`src/rtl/load_store_unit.sv`:
```
// -----------------------------------------------------------------------------
// load_store_unit
// Single-outstanding RISC-V load/store unit. It accepts one access from the
// execute stage and checks funct3 legality and alignment. It then drives one
// word-aligned memory access with byte enables and lane-replicated store data.
// It waits for mem_ack, but only for ACK_TIMEOUT cycles. It returns a
// one-cycle response carrying the sign- or zero-extended load data, or an
// error code.
//
// Parameters
//   ACK_TIMEOUT  cycles mem_req may wait for mem_ack before abort (1..65535)
// Ports
//   clk, rst_n          clock, asynchronous active-low reset
//   req_valid/ready     request handshake (ready only while idle)
//   req_store           1 = store, 0 = load
//   req_funct3          RISC-V funct3 (width and sign)
//   req_addr, req_wdata effective address, store data
//   mem_req/we/addr/be/wdata   memory access (held stable during access)
//   mem_ack, mem_rdata  memory completion and read word
//   rsp_valid           one-cycle response strobe
//   rsp_rdata, rsp_err  extended load data, error (00 ok, 01 misaligned,
//                       10 timeout, 11 illegal funct3)
// -----------------------------------------------------------------------------
module load_store_unit #(
    parameter int unsigned ACK_TIMEOUT = 255
) (
    input  logic        clk,
    input  logic        rst_n,
    input  logic        req_valid,
    output logic        req_ready,
    input  logic        req_store,
    input  logic [2:0]  req_funct3,
    input  logic [31:0] req_addr,
    input  logic [31:0] req_wdata,
    output logic        mem_req,
    output logic        mem_we,
    output logic [31:0] mem_addr,
    output logic [3:0]  mem_be,
    output logic [31:0] mem_wdata,
    input  logic        mem_ack,
    input  logic [31:0] mem_rdata,
    output logic        rsp_valid,
    output logic [31:0] rsp_rdata,
    output logic [1:0]  rsp_err
);

    localparam int unsigned CNT_W = 16;
    localparam int unsigned XLEN  = 32;

    localparam logic [CNT_W-1:0] CNT_LAST = CNT_W'(ACK_TIMEOUT - 1);

    localparam logic [1:0] ERR_OK        = 2'b00;
    localparam logic [1:0] ERR_MISALIGN  = 2'b01;
    localparam logic [1:0] ERR_TIMEOUT   = 2'b10;
    localparam logic [1:0] ERR_ILLEGAL   = 2'b11;

    typedef enum logic [1:0] {
        IDLE   = 2'd0,
        ACCESS = 2'd1,
        RESP   = 2'd2
    } state_t;

    state_t            state;
    logic [CNT_W-1:0]  cnt;
    logic [2:0]        cap_funct3;
    logic [1:0]        cap_off;
    logic              cap_store;

    logic              legal_c;
    logic              misaligned_c;
    logic [3:0]        be_c;
    logic [XLEN-1:0]   wdata_c;
    logic [7:0]        byte_c;
    logic [15:0]       half_c;
    logic [XLEN-1:0]   load_data_c;

    // Request decode: legality, alignment, byte enables, store lane replication
    always_comb begin
        legal_c      = 1'b0;
        misaligned_c = 1'b0;
        be_c         = 4'b0000;
        wdata_c      = '0;

        unique case (req_funct3)
            3'b000, 3'b001, 3'b010: legal_c = 1'b1;
            3'b100, 3'b101:         legal_c = !req_store;
            default:                legal_c = 1'b0;
        endcase

        // funct3[1:0] gives the access size for every legal encoding
        unique case (req_funct3[1:0])
            2'b00: begin
                be_c    = 4'b0001 << req_addr[1:0];
                wdata_c = {4{req_wdata[7:0]}};
            end
            2'b01: begin
                misaligned_c = req_addr[0];
                be_c         = 4'b0011 << req_addr[1:0];
                wdata_c      = {2{req_wdata[15:0]}};
            end
            default: begin
                misaligned_c = |req_addr[1:0];
                be_c         = 4'b1111;
                wdata_c      = req_wdata;
            end
        endcase
    end

    // Load extraction from the returned word using the captured offset/funct3
    always_comb begin
        byte_c      = mem_rdata[{cap_off, 3'b000} +: 8];
        half_c      = cap_off[1] ? mem_rdata[31:16] : mem_rdata[15:0];
        load_data_c = mem_rdata;

        unique case (cap_funct3)
            3'b000:  load_data_c = {{24{byte_c[7]}}, byte_c};
            3'b001:  load_data_c = {{16{half_c[15]}}, half_c};
            3'b100:  load_data_c = {24'h000000, byte_c};
            3'b101:  load_data_c = {16'h0000, half_c};
            default: load_data_c = mem_rdata;
        endcase

        if (cap_store) begin
            load_data_c = '0;
        end
    end

    // Control FSM with registered outputs
    always_ff @(posedge clk or negedge rst_n) begin
        if (!rst_n) begin
            state      <= IDLE;
            cnt        <= '0;
            cap_funct3 <= 3'b000;
            cap_off    <= 2'b00;
            cap_store  <= 1'b0;
            req_ready  <= 1'b1;
            mem_req    <= 1'b0;
            mem_we     <= 1'b0;
            mem_addr   <= '0;
            mem_be     <= 4'b0000;
            mem_wdata  <= '0;
            rsp_valid  <= 1'b0;
            rsp_rdata  <= '0;
            rsp_err    <= ERR_OK;
        end else begin
            unique case (state)
                IDLE: begin
                    if (req_valid) begin
                        req_ready  <= 1'b0;
                        cap_funct3 <= req_funct3;
                        cap_off    <= req_addr[1:0];
                        cap_store  <= req_store;
                        // Illegal funct3 is reported ahead of misalignment
                        if (!legal_c) begin
                            state     <= RESP;
                            rsp_valid <= 1'b1;
                            rsp_rdata <= '0;
                            rsp_err   <= ERR_ILLEGAL;
                        end else if (misaligned_c) begin
                            state     <= RESP;
                            rsp_valid <= 1'b1;
                            rsp_rdata <= '0;
                            rsp_err   <= ERR_MISALIGN;
                        end else begin
                            state     <= ACCESS;
                            cnt       <= '0;
                            mem_req   <= 1'b1;
                            mem_we    <= req_store;
                            mem_addr  <= {req_addr[31:2], 2'b00};
                            mem_be    <= be_c;
                            mem_wdata <= wdata_c;
                        end
                    end
                end

                ACCESS: begin
                    // An ack in the last permitted cycle beats the timeout
                    if (mem_ack) begin
                        state     <= RESP;
                        mem_req   <= 1'b0;
                        mem_we    <= 1'b0;
                        mem_addr  <= '0;
                        mem_be    <= 4'b0000;
                        mem_wdata <= '0;
                        rsp_valid <= 1'b1;
                        rsp_rdata <= load_data_c;
                        rsp_err   <= ERR_OK;
                    end else if (cnt == CNT_LAST) begin
                        state     <= RESP;
                        mem_req   <= 1'b0;
                        mem_we    <= 1'b0;
                        mem_addr  <= '0;
                        mem_be    <= 4'b0000;
                        mem_wdata <= '0;
                        rsp_valid <= 1'b1;
                        rsp_rdata <= '0;
                        rsp_err   <= ERR_TIMEOUT;
                    end else begin
                        cnt <= cnt + CNT_W'(1);
                    end
                end

                RESP: begin
                    state     <= IDLE;
                    req_ready <= 1'b1;
                    rsp_valid <= 1'b0;
                    rsp_rdata <= '0;
                    rsp_err   <= ERR_OK;
                    cnt       <= '0;
                end

                default: begin
                    state     <= IDLE;
                    req_ready <= 1'b1;
                    mem_req   <= 1'b0;
                    mem_we    <= 1'b0;
                    rsp_valid <= 1'b0;
                end
            endcase
        end
    end

endmodule

```
`config.mk`:
```
export PLATFORM = sky130hd
export DESIGN_NAME = load_store_unit
export DESIGN_NICKNAME = d
export VERILOG_FILES = /design/src/rtl/load_store_unit.sv
export SDC_FILE = /design/constraint.sdc
export NUM_CORES = 1
export LEC_CHECK = 0
export CAP_MARGIN = 30
export CORE_MARGIN = 3
export CORE_UTILIZATION = 48
export DETAILED_ROUTE_END_ITERATION = 8
export PLACE_DENSITY = 0.93
export SLEW_MARGIN = 20
export SYNTH_ARGS = -nofsm -noshare
export SYNTH_HDL_FRONTEND = slang
export SYNTH_SLANG_ARGS = --single-unit
```
`constraint.sdc`:
```
create_clock -name clk -period 2.5 [get_ports clk]
set_input_delay 0.625 -clock clk [delete_from_list [all_inputs] [get_ports clk]]
set_output_delay 0.625 -clock clk [all_outputs]
set_load 0.1 [all_outputs]
```
==> results.md, run 1 <==
- Status: complete, no violations
- Hold Slack: roughly 0.20 ns
- Primary FF master, synth: dfrtp_1
- Worst-path clk slew: 0.06 ns
- # IOs: between 200 and 250
- WP data arrival: 2.67 ns
- Die Y: 125 um
- First-pass GRT wire length: ~35000 um
- Cells after Synth: approximately 660
- Most used cell, CP: buf_12
- Crit Path Class: reg2reg
- Final setup violation count: 0
- Slew Viols, Final: 0
- Area added between synthesis and finish: 43.6%
- Vias in the first global route: 6505
- Most common cell after layout, fill and taps aside: buf_4
- Final wirelength: 21700 um
- Row Count: 43
- Sequential share of the synthesized area: 0.468
- Max_cap viols: 0
- Die width: between 100 and 150 um
- Buffers on Ports: 207
- Layout Cell Area excl Fill: 9830 sq um
- Crit path time final: 2.38 ns
- Fraction of the mapped netlist area in compound gates: 0.110
- Syn avg cell area: 10.3 sq um
- Core box area: 13900 sq um
- RSZ-0062 raised after global routing: false
- H-tree Lvls: 4
- Cts bufs inserted: 17
- Number of clock sinks: between 100 and 150
- Vias per Instance: 5.82
- Routed Antenna Nets: 0
- Total GRT Usage: 0.275
- Number of synthesized flops with an enable pin: 0
- Mapped Area: between 6000 and 7000 sq um
- Worst stage delay on the critical path: roughly 0.43 ns
- Largest family of logic cells by synthesized area: multiplexers
- Worst min-delay path class: in2async
- Yosys warning total: 0
- Synth cell types: 56
- Wire per inst: 19.9 um
- Nets: 1004
- Xor/xnor share of the synthesized area: 0
- Clock buffer depth: 2
- GRT Residual Overflow: 0
- Largest net degree at the start of global routing: 68
- N_diodes: 0
- Relative slew slack: 0.561
- Critical path fanouts, max: 12
- CTS Root Buffer Type: clkbuf_16
- CP required: 2.79 ns
- FFs w/ async S/R, synth: 1.00
- Post-Synth Adder-Cell Area: 0.00914
- Clock skew: 0.0133 ns
- Mux cell area share after synthesis: 0.216
- CTS Hold Bufs: 0
- Initial Util: 0.491
- Die Footprint: between 15000 and 20000 sq um
- CP cell instances: nor4_2 > nand4b_2 > o21a_1 > nor4_4 > buf_12 > buf_12 > mux2_2
- Synth Area in Simple Gates: 0.155
- Vias: roughly 6.3k
- Fillcell total: 934
- Hpwl dp: around 15000 um
- FF+latch count, synth: 128
- Peak Freq: ~0.42 GHz
- CP delay by family, top: simple AND/OR/NAND/NOR gates
- Slowest-stage cell, CP: dfrtp_1
- Nature of the critical path endpoint: register
- Drt pass-1 iters: 5
- Tcrit/Tclk final: 0.950
- Final hold violation count: 0
- Clock latency on the worst-skew pair: about 0.42 ns
- DRT iter0 DRCs: about 460
- Routability Congestion: 0.867
- DRC: 0
- Buf/Inv on CP: 2
- Setup TNS: 0 ns
- Antenna violations before repair: 0
- CTS resizes: 0
- Clock tree from TritonCTS: built
- Highest-count cells in the layout ignoring fill and taps: buf_4 (146), dfrtp_1 (127), clkdlybuf4s50_1 (101)
- DP Area: approximately 9000 sq um
- Tightest Pin Transition: 0.658 ns
- Setup repair bufs after CTS: 0
- Share of cells above drive strength 1: 0.294
- Crit path launch type: register
per-stage QoR:
| stage | std cells | setup slack (ns) | util |
|---|---|---|---|
| finish | 1087 | 0.125 | 0.706 |
| global route | 1087 | 0.00441 | 0.706 |
| CTS | 1087 | 0.110 | 0.706 |
| detailed placement | 1056 | -0.233 | 0.657 |
| global placement | 1056 | -0.121 | 0.657 |
| floorplan | 664 | 0.198 | - |
state kept, by name (all words and copies together) (netlist names):
| name | cells |
|---|---|
| mem_we | 1 |
| req_ready | 1 |
| mem_be | 4 |
| rsp_err | 2 |
| mem_addr | 30 |
| cnt | 16 |
| mem_req | 1 |
| rsp_rdata | 32 |
| state | 2 |
| cap_off | 2 |
| rsp_valid | 1 |
| mem_wdata | 32 |
| cap_funct3 | 3 |
| cap_store | 1 |
worst reg2reg max path, delay by kind of cell (launching register included):
family / cells / cell delay [ns]
DFF: 1 / 0.43
AOI/OAI and AO/OA: 1 / 0.26
muxes: 1 / 0.36
buffers and inverters: 2 / 0.35
and+or+nand+nor: 3 / 0.87
path summary, 6_finish.rpt:
path	slack, ns	to	cells past startpoint	startpoint
max in group asynchronous	1.58	mem_wdata[21]	2	rst_n
hold / removal	0.20	rsp_rdata[29]	1	rst_n
setup / recovery	0.12	mem_wdata[27]	7	cnt[10]
min in group clk	0.48	cnt[15]	1	cnt[15]
hold reg to reg	0.48	cnt[15]	1	cnt[15]
setup reg to reg	0.12	mem_wdata[27]	7	cnt[10]
Yosys cell counts, types with 2 or more instances:
cell type / instances / area [sq um]
dfrtp_1: 127 / 3180
mux2_2: 67 / 754
nor2_1: 65 / 244
o21ai_0: 46 / 230
a21oi_1: 44 / 220
nand2_1: 44 / 165
nor2b_1: 41 / 257
mux2_1: 40 / 450
clkbuf_1: 30 / 113
mux2i_1: 25 / 250
nor3_1: 14 / 70.1
inv_1: 11 / 41.3
o211ai_1: 8 / 60.1
o22ai_1: 8 / 50.1
buf_6: 7 / 78.8
nand3_1: 7 / 35.0
nand2b_1: 6 / 37.5
ha_1: 5 / 62.6
a31oi_1: 4 / 25.0
nand4b_1: 4 / 35.0
nor4_1: 4 / 25.0
and2_1: 3 / 18.8
buf_1: 3 / 11.3
buf_2: 3 / 15.0
buf_4: 3 / 22.5
nand4_1: 3 / 18.8
nor4_2: 3 / 37.5
o21ai_1: 3 / 15.0
or4_1: 3 / 22.5
and3_1: 2 / 12.5
nand3_2: 2 / 20.0
o21bai_1: 2 / 15.0
o311ai_0: 2 / 17.5
o31ai_1: 2 / 15.0
metal layers:
layer | share of wire | wire (um) | vias up | global-route usage
li1 | - | - | 2818 | -
met1 | 0.37 | 8080 | 3070 | 0.323
met2 | 0.50 | 10900 | 381 | 0.468
met3 | 0.089 | 1920 | 61 | 0.0829
met4 | 0.037 | 812 | 0 | 0.118
met5 | 0 | 0 | - | 0
kinds of logic (layout without fill, tap and decap cells):
family          count (synthesis)  in the layout
simple gates                  208            208
flops                         128            128
buf+inv                        58            301
compound gates                130            130
other cells                     1              2
fa+ha+maj                       5              5
mux                           133            133
area by class of cell:
cell class              instances  area [sq um]  share of cell area
clock buffers                  18           439              0.0447
clock inverters                13           234              0.0238
inverters                      12          45.0             0.00458
multi-input cells             478          3380               0.344
flip-flops and latches        128          3200               0.326
well taps                     180           225              0.0229
repair buffers                258          2300               0.234
Power of run 1 is left out: the tool's default activity adds up to more than one toggle a clock period on the data nets, which glitch-free logic cannot reach.
==> run 2, diff against run 1 <==
--- a/config.mk
+++ b/config.mk
@@ -6,10 +6,13 @@
 export NUM_CORES = 1
 export LEC_CHECK = 0
 export CAP_MARGIN = 30
+export CELL_PAD_IN_SITES_DETAIL_PLACEMENT = 2
+export CELL_PAD_IN_SITES_GLOBAL_PLACEMENT = 2
 export CORE_MARGIN = 3
-export CORE_UTILIZATION = 48
+export CORE_UTILIZATION = 29
 export DETAILED_ROUTE_END_ITERATION = 8
-export PLACE_DENSITY = 0.93
+export HOLD_SLACK_MARGIN = 0.12
+export PLACE_DENSITY = 0.92
 export SLEW_MARGIN = 20
 export SYNTH_ARGS = -nofsm -noshare
 export SYNTH_HDL_FRONTEND = slang
==> results.md, run 2 (same netlist as run 1, synthesis figures left out) <==
- Hpwl dp: 20400 um
- Setup repair bufs after CTS: 0
- Nature of the critical path endpoint: register
- Die Y: 160 um
- Tcrit/Tclk final: 0.955
- Fin util: 0.431
- Routed Antenna Nets: 0
- Initial Util: 0.299
- Peak Freq: around 0.42 GHz
- Vias in the first global route: 7238
- WP data arrival: 2.74 ns
- Buf/Inv on CP: 2
- CP delay by family, top: simple AND/OR/NAND/NOR gates
- Nets: 1002
- Antenna violations before repair: 0
- Layout Cell Area excl Fill: 9870 sq um
- Share of cells above drive strength 1: 0.292
- CP required: 2.85 ns
- Area added between synthesis and finish: 44.2%
- Max_cap viols: 0
- Highest-count cells in the layout ignoring fill and taps: buf_4 (147), dfrtp_1 (127), clkdlybuf4s50_1 (101)
- Vias: 6193
- Die width: 160 um
- Crit path launch type: input port
- Vias per Instance: 5.08
- Cts bufs inserted: 17
- Slew Viols, Final: 0
- Biggest regs: mem_wdata (32), rsp_rdata (32), mem_addr (30)
- Worst stage delay on the critical path: 0.54 ns
- Most common cell after layout, fill and taps aside: buf_4
- RSZ-0062 raised after global routing: false
- Clock skew: 0.0113 ns
- Crit path time final: 2.39 ns
- Core box area: 22900 sq um
- Die Footprint: 25500 sq um
- Total GRT Usage: 0.219
- Clock latency on the worst-skew pair: 0.43 ns
- Slowest-stage cell, CP: or4_1
- CTS Root Buffer Type: clkbuf_16
- Critical path fanouts, max: 7
- Final wirelength: 27700 um
- Final setup violation count: 0
- DRT iter0 DRCs: 175
- CP startpoint: req_funct3[0]
- DRC: 0
- Setup TNS: 0 ns
- Crit Path Class: in2reg
- H-tree Lvls: 4
- CTS Hold Bufs: 0
- Worst-path clk slew: ~0.060 ns
- First-pass GRT wire length: 43700 um
- Post-Place Setup Slack: -0.280 ns
- Tightest Pin Transition: 0.753 ns
- DP Area: roughly 9300 sq um
- GRT Residual Overflow: 0
- Largest net degree at the start of global routing: between 50 and 60
- Final worst-path setup slack: 0.114 ns
- N_diodes: 0
- Relative slew slack: 0.496
- Buffers on Ports: approximately 210
- Number of clock sinks: 128
- # IOs: 210
- Drt pass-1 iters: 4
- Status: complete, no violations
- CTS resizes: 0
- Wire per inst: ~23 um
- Final hold violation count: 0
- Clock tree from TritonCTS: built
- Worst min-delay path class: in2async
- Routability Congestion: 0.798
- Reg2reg start: cnt[9]
- Row Count: 55
- CP cell instances: clkdlybuf4s50_1 > a221oi_2 > buf_4 > o21ai_1 > and2_1 > or4_1 > nand3_1
- Clock buffer depth: 2
==> run 2: final cells by class <==
cell class | instances | area [sq um]
clock buffers | 18 | 429
clock inverters | 14 | 158
fillers | 2418 | 13000
inverters | 12 | 45.0
multi-input cells | 478 | 3380
flip-flops and latches | 128 | 3200
well taps | 313 | 392
repair buffers | 256 | 2260
==> run 2: final timing paths <==
path / end / slack [ns] / cells past startpoint
setup / recovery: cnt[4] / 0.11 / 7
hold / removal: rsp_rdata[27] / 0.19 / 1
setup reg to reg: mem_addr[28] / 0.14 / 6
hold reg to reg: mem_addr[20] / 0.49 / 1
max in group asynchronous: mem_addr[3] / 1.59 / 2
min in group clk: mem_addr[20] / 0.49 / 1
==> run 2: through the flow <==
stage / hold WS [ns] / instances
floorplan: 0.329 / 664
global placement: 0.468 / 1187
detailed placement: 0.481 / 1187
CTS: 0.191 / 1219
global route: 0.209 / 1219
finish: 0.190 / 1219
==> run 2: per-layer routing <==
| layer | track usage | vias up | share of wire |
|---|---|---|---|
| met3 | 0.0677 | 32 | 0.065 |
| li1 | - | 2798 | - |
| met5 | 0 | - | 0 |
| met1 | 0.244 | 3147 | 0.39 |
| met4 | 0.0633 | 0 | 0.018 |
| met2 | 0.400 | 216 | 0.53 |
Power of run 2 is left out for the same reason.
==> run 3, diff against run 2 <==
--- a/config.mk
+++ b/config.mk
@@ -9,11 +9,11 @@
 export CELL_PAD_IN_SITES_DETAIL_PLACEMENT = 2
 export CELL_PAD_IN_SITES_GLOBAL_PLACEMENT = 2
 export CORE_MARGIN = 3
-export CORE_UTILIZATION = 29
+export CORE_UTILIZATION = 31
 export DETAILED_ROUTE_END_ITERATION = 8
 export HOLD_SLACK_MARGIN = 0.12
-export PLACE_DENSITY = 0.92
-export SLEW_MARGIN = 20
+export PLACE_DENSITY = 0.95
+export SLEW_MARGIN = 5
 export SYNTH_ARGS = -nofsm -noshare
 export SYNTH_HDL_FRONTEND = slang
 export SYNTH_SLANG_ARGS = --single-unit
==> constraint.sdc (replaced) <==
create_clock -name clk -period 2.95 [get_ports clk]
set_input_delay 0.7375 -clock clk [delete_from_list [all_inputs] [get_ports clk]]
set_output_delay 0.7375 -clock clk [all_outputs]
set_load 0.1 [all_outputs]
==> results.md, run 3 (same netlist as run 1, synthesis figures left out) <==
- Nature of the critical path endpoint: register
- Slew Viols, Final: 0
- Fillcell total: 2189
- Relative slew slack: 0.483
- Clock tree from TritonCTS: built
- Crit Path Class: reg2reg
- Reg2reg setup slack: ~0.40 ns
- Cells on worst reg2reg path: 7
- Share of cells above drive strength 1: 0.283
- DRC: 0
- Area added between synthesis and finish: 42.2%
- CTS resizes: 0
- Largest net degree at the start of global routing: 55
- Drt pass-1 iters: 4
- Setup TNS: 0 ns
- Reg2reg start: cnt[9]
- Nets: 990
- Clock latency on the worst-skew pair: ~0.42 ns
- Vias: 6209
- Setup repair bufs after CTS: 0
- RSZ-0062 raised after global routing: false
- Final setup violation count: 0
- Max_cap viols: 0
- Hpwl dp: 19700 um
- Core box area: 21400 sq um
- Antenna violations before repair: 0
- Vias per Instance: 5.31
- Routed Antenna Nets: 0
- Crit path time final: 2.55 ns
- H-tree Lvls: 4
- Critical path fanouts, max: 25
- # IOs: between 200 and 250
- Final wirelength: 27300 um
- Tightest Pin Transition: 0.772 ns
- Worst-path clk slew: 0.06 ns
- Clock buffer depth: 2
- GRT Residual Overflow: 0
- Number of clock sinks: 128
- Buffers on Ports: 207
- CTS Root Buffer Type: clkbuf_16
- DRT iter0 DRCs: 207
- Biggest regs: mem_wdata (32), rsp_rdata (32), mem_addr (30)
- Reg-to-reg endpoint: mem_addr[5]
- Row Count: 53
- Crit path launch type: register
- Status: complete, no violations
- Die Y: between 150 and 200 um
- CP required: 3.24 ns
- Total GRT Usage: 0.226
- Tcrit/Tclk final: 0.865
- Most common cell after layout, fill and taps aside: buf_4
- Initial Util: 0.321
- Peak Freq: ~0.39 GHz
- Routability Congestion: 0.792
- Wire per inst: 23.3 um
- N_diodes: 0
- Vias in the first global route: 7008
- Final hold violation count: 0
- First-pass GRT wire length: between 40000 and 50000 um
- Clock skew: 0.0132 ns
- Cts bufs inserted: 17
- Die Footprint: 23900 sq um
- Highest-count cells in the layout ignoring fill and taps: buf_4 (135), dfrtp_1 (127), clkdlybuf4s50_1 (101)
- WP data arrival: roughly 2.8 ns
- Die width: between 150 and 200 um
- Worst min-delay path class: in2async
- CTS Hold Bufs: 0
## run 3: cell types whose count changed in the layout (fill, tap and decap cells not counted), sizes merged
cell and delta:
buf -12, clkinv -3, clkbuf +1, clkinvlp +2
## run 3: metal layers
layer  global-route usage  vias to the layer above  part of all wire
li1                     -                     2775                 -
met1                0.269                     3175              0.41
met2                0.404                      229              0.51
met3               0.0638                       30             0.063
met4               0.0555                        0             0.017
met5                    0                        -                 0
## run 3: critical path: stages (launching register included)
cell and delay [ns]:
dfrtp_1 0.45, nor4_2 0.30, nand4b_2 0.26, o21a_1 0.33, nor4_4 0.33, buf_4 0.19, buf_12 0.18, mux2_2 0.37
## run 3: metrics by stage
stage / cell area [sq um] / cells / setup slack [ns] / hold slack [ns] / util
floorplan: 6850 / 664 / 0.535 / 0.442 / -
global placement: 9140 / 1137 / 0.0584 / 0.469 / 0.428
detailed placement: 9140 / 1137 / 0.0246 / 0.480 / 0.428
CTS: 9730 / 1169 / 0.368 / 0.265 / 0.456
global route: 9730 / 1169 / 0.235 / 0.281 / 0.456
finish: 9730 / 1169 / 0.398 / 0.255 / 0.456
## run 3: final cells by class
| class | instances | area, sq um | share of cell area |
|---|---|---|---|
| clock buffer | 19 | 443 | 0.0455 |
| inverter | 12 | 45.0 | 0.00463 |
| clock inverter | 13 | 154 | 0.0158 |
| sequential | 128 | 3200 | 0.329 |
| multi-input combinational | 478 | 3380 | 0.347 |
| timing repair buffer | 244 | 2160 | 0.222 |
| tap | 275 | 344 | 0.0354 |
## run 3: how the worst max path moves through the flow
stage / startpoint / to / slack, ns / cells after the start
floorplan: req_addr[0] / cnt[6] / 0.54 / 7
finish: cnt[9] / mem_addr[5] / 0.40 / 7
detailed placement: req_addr[1] / cnt[1] / 0.02 / 8
CTS: state[1] / mem_addr[5] / 0.37 / 8
global route: state[1] / mem_wdata[8] / 0.24 / 8
global placement: req_addr[1] / mem_wdata[23] / 0.06 / 7
Power of run 3 is left out for the same reason.
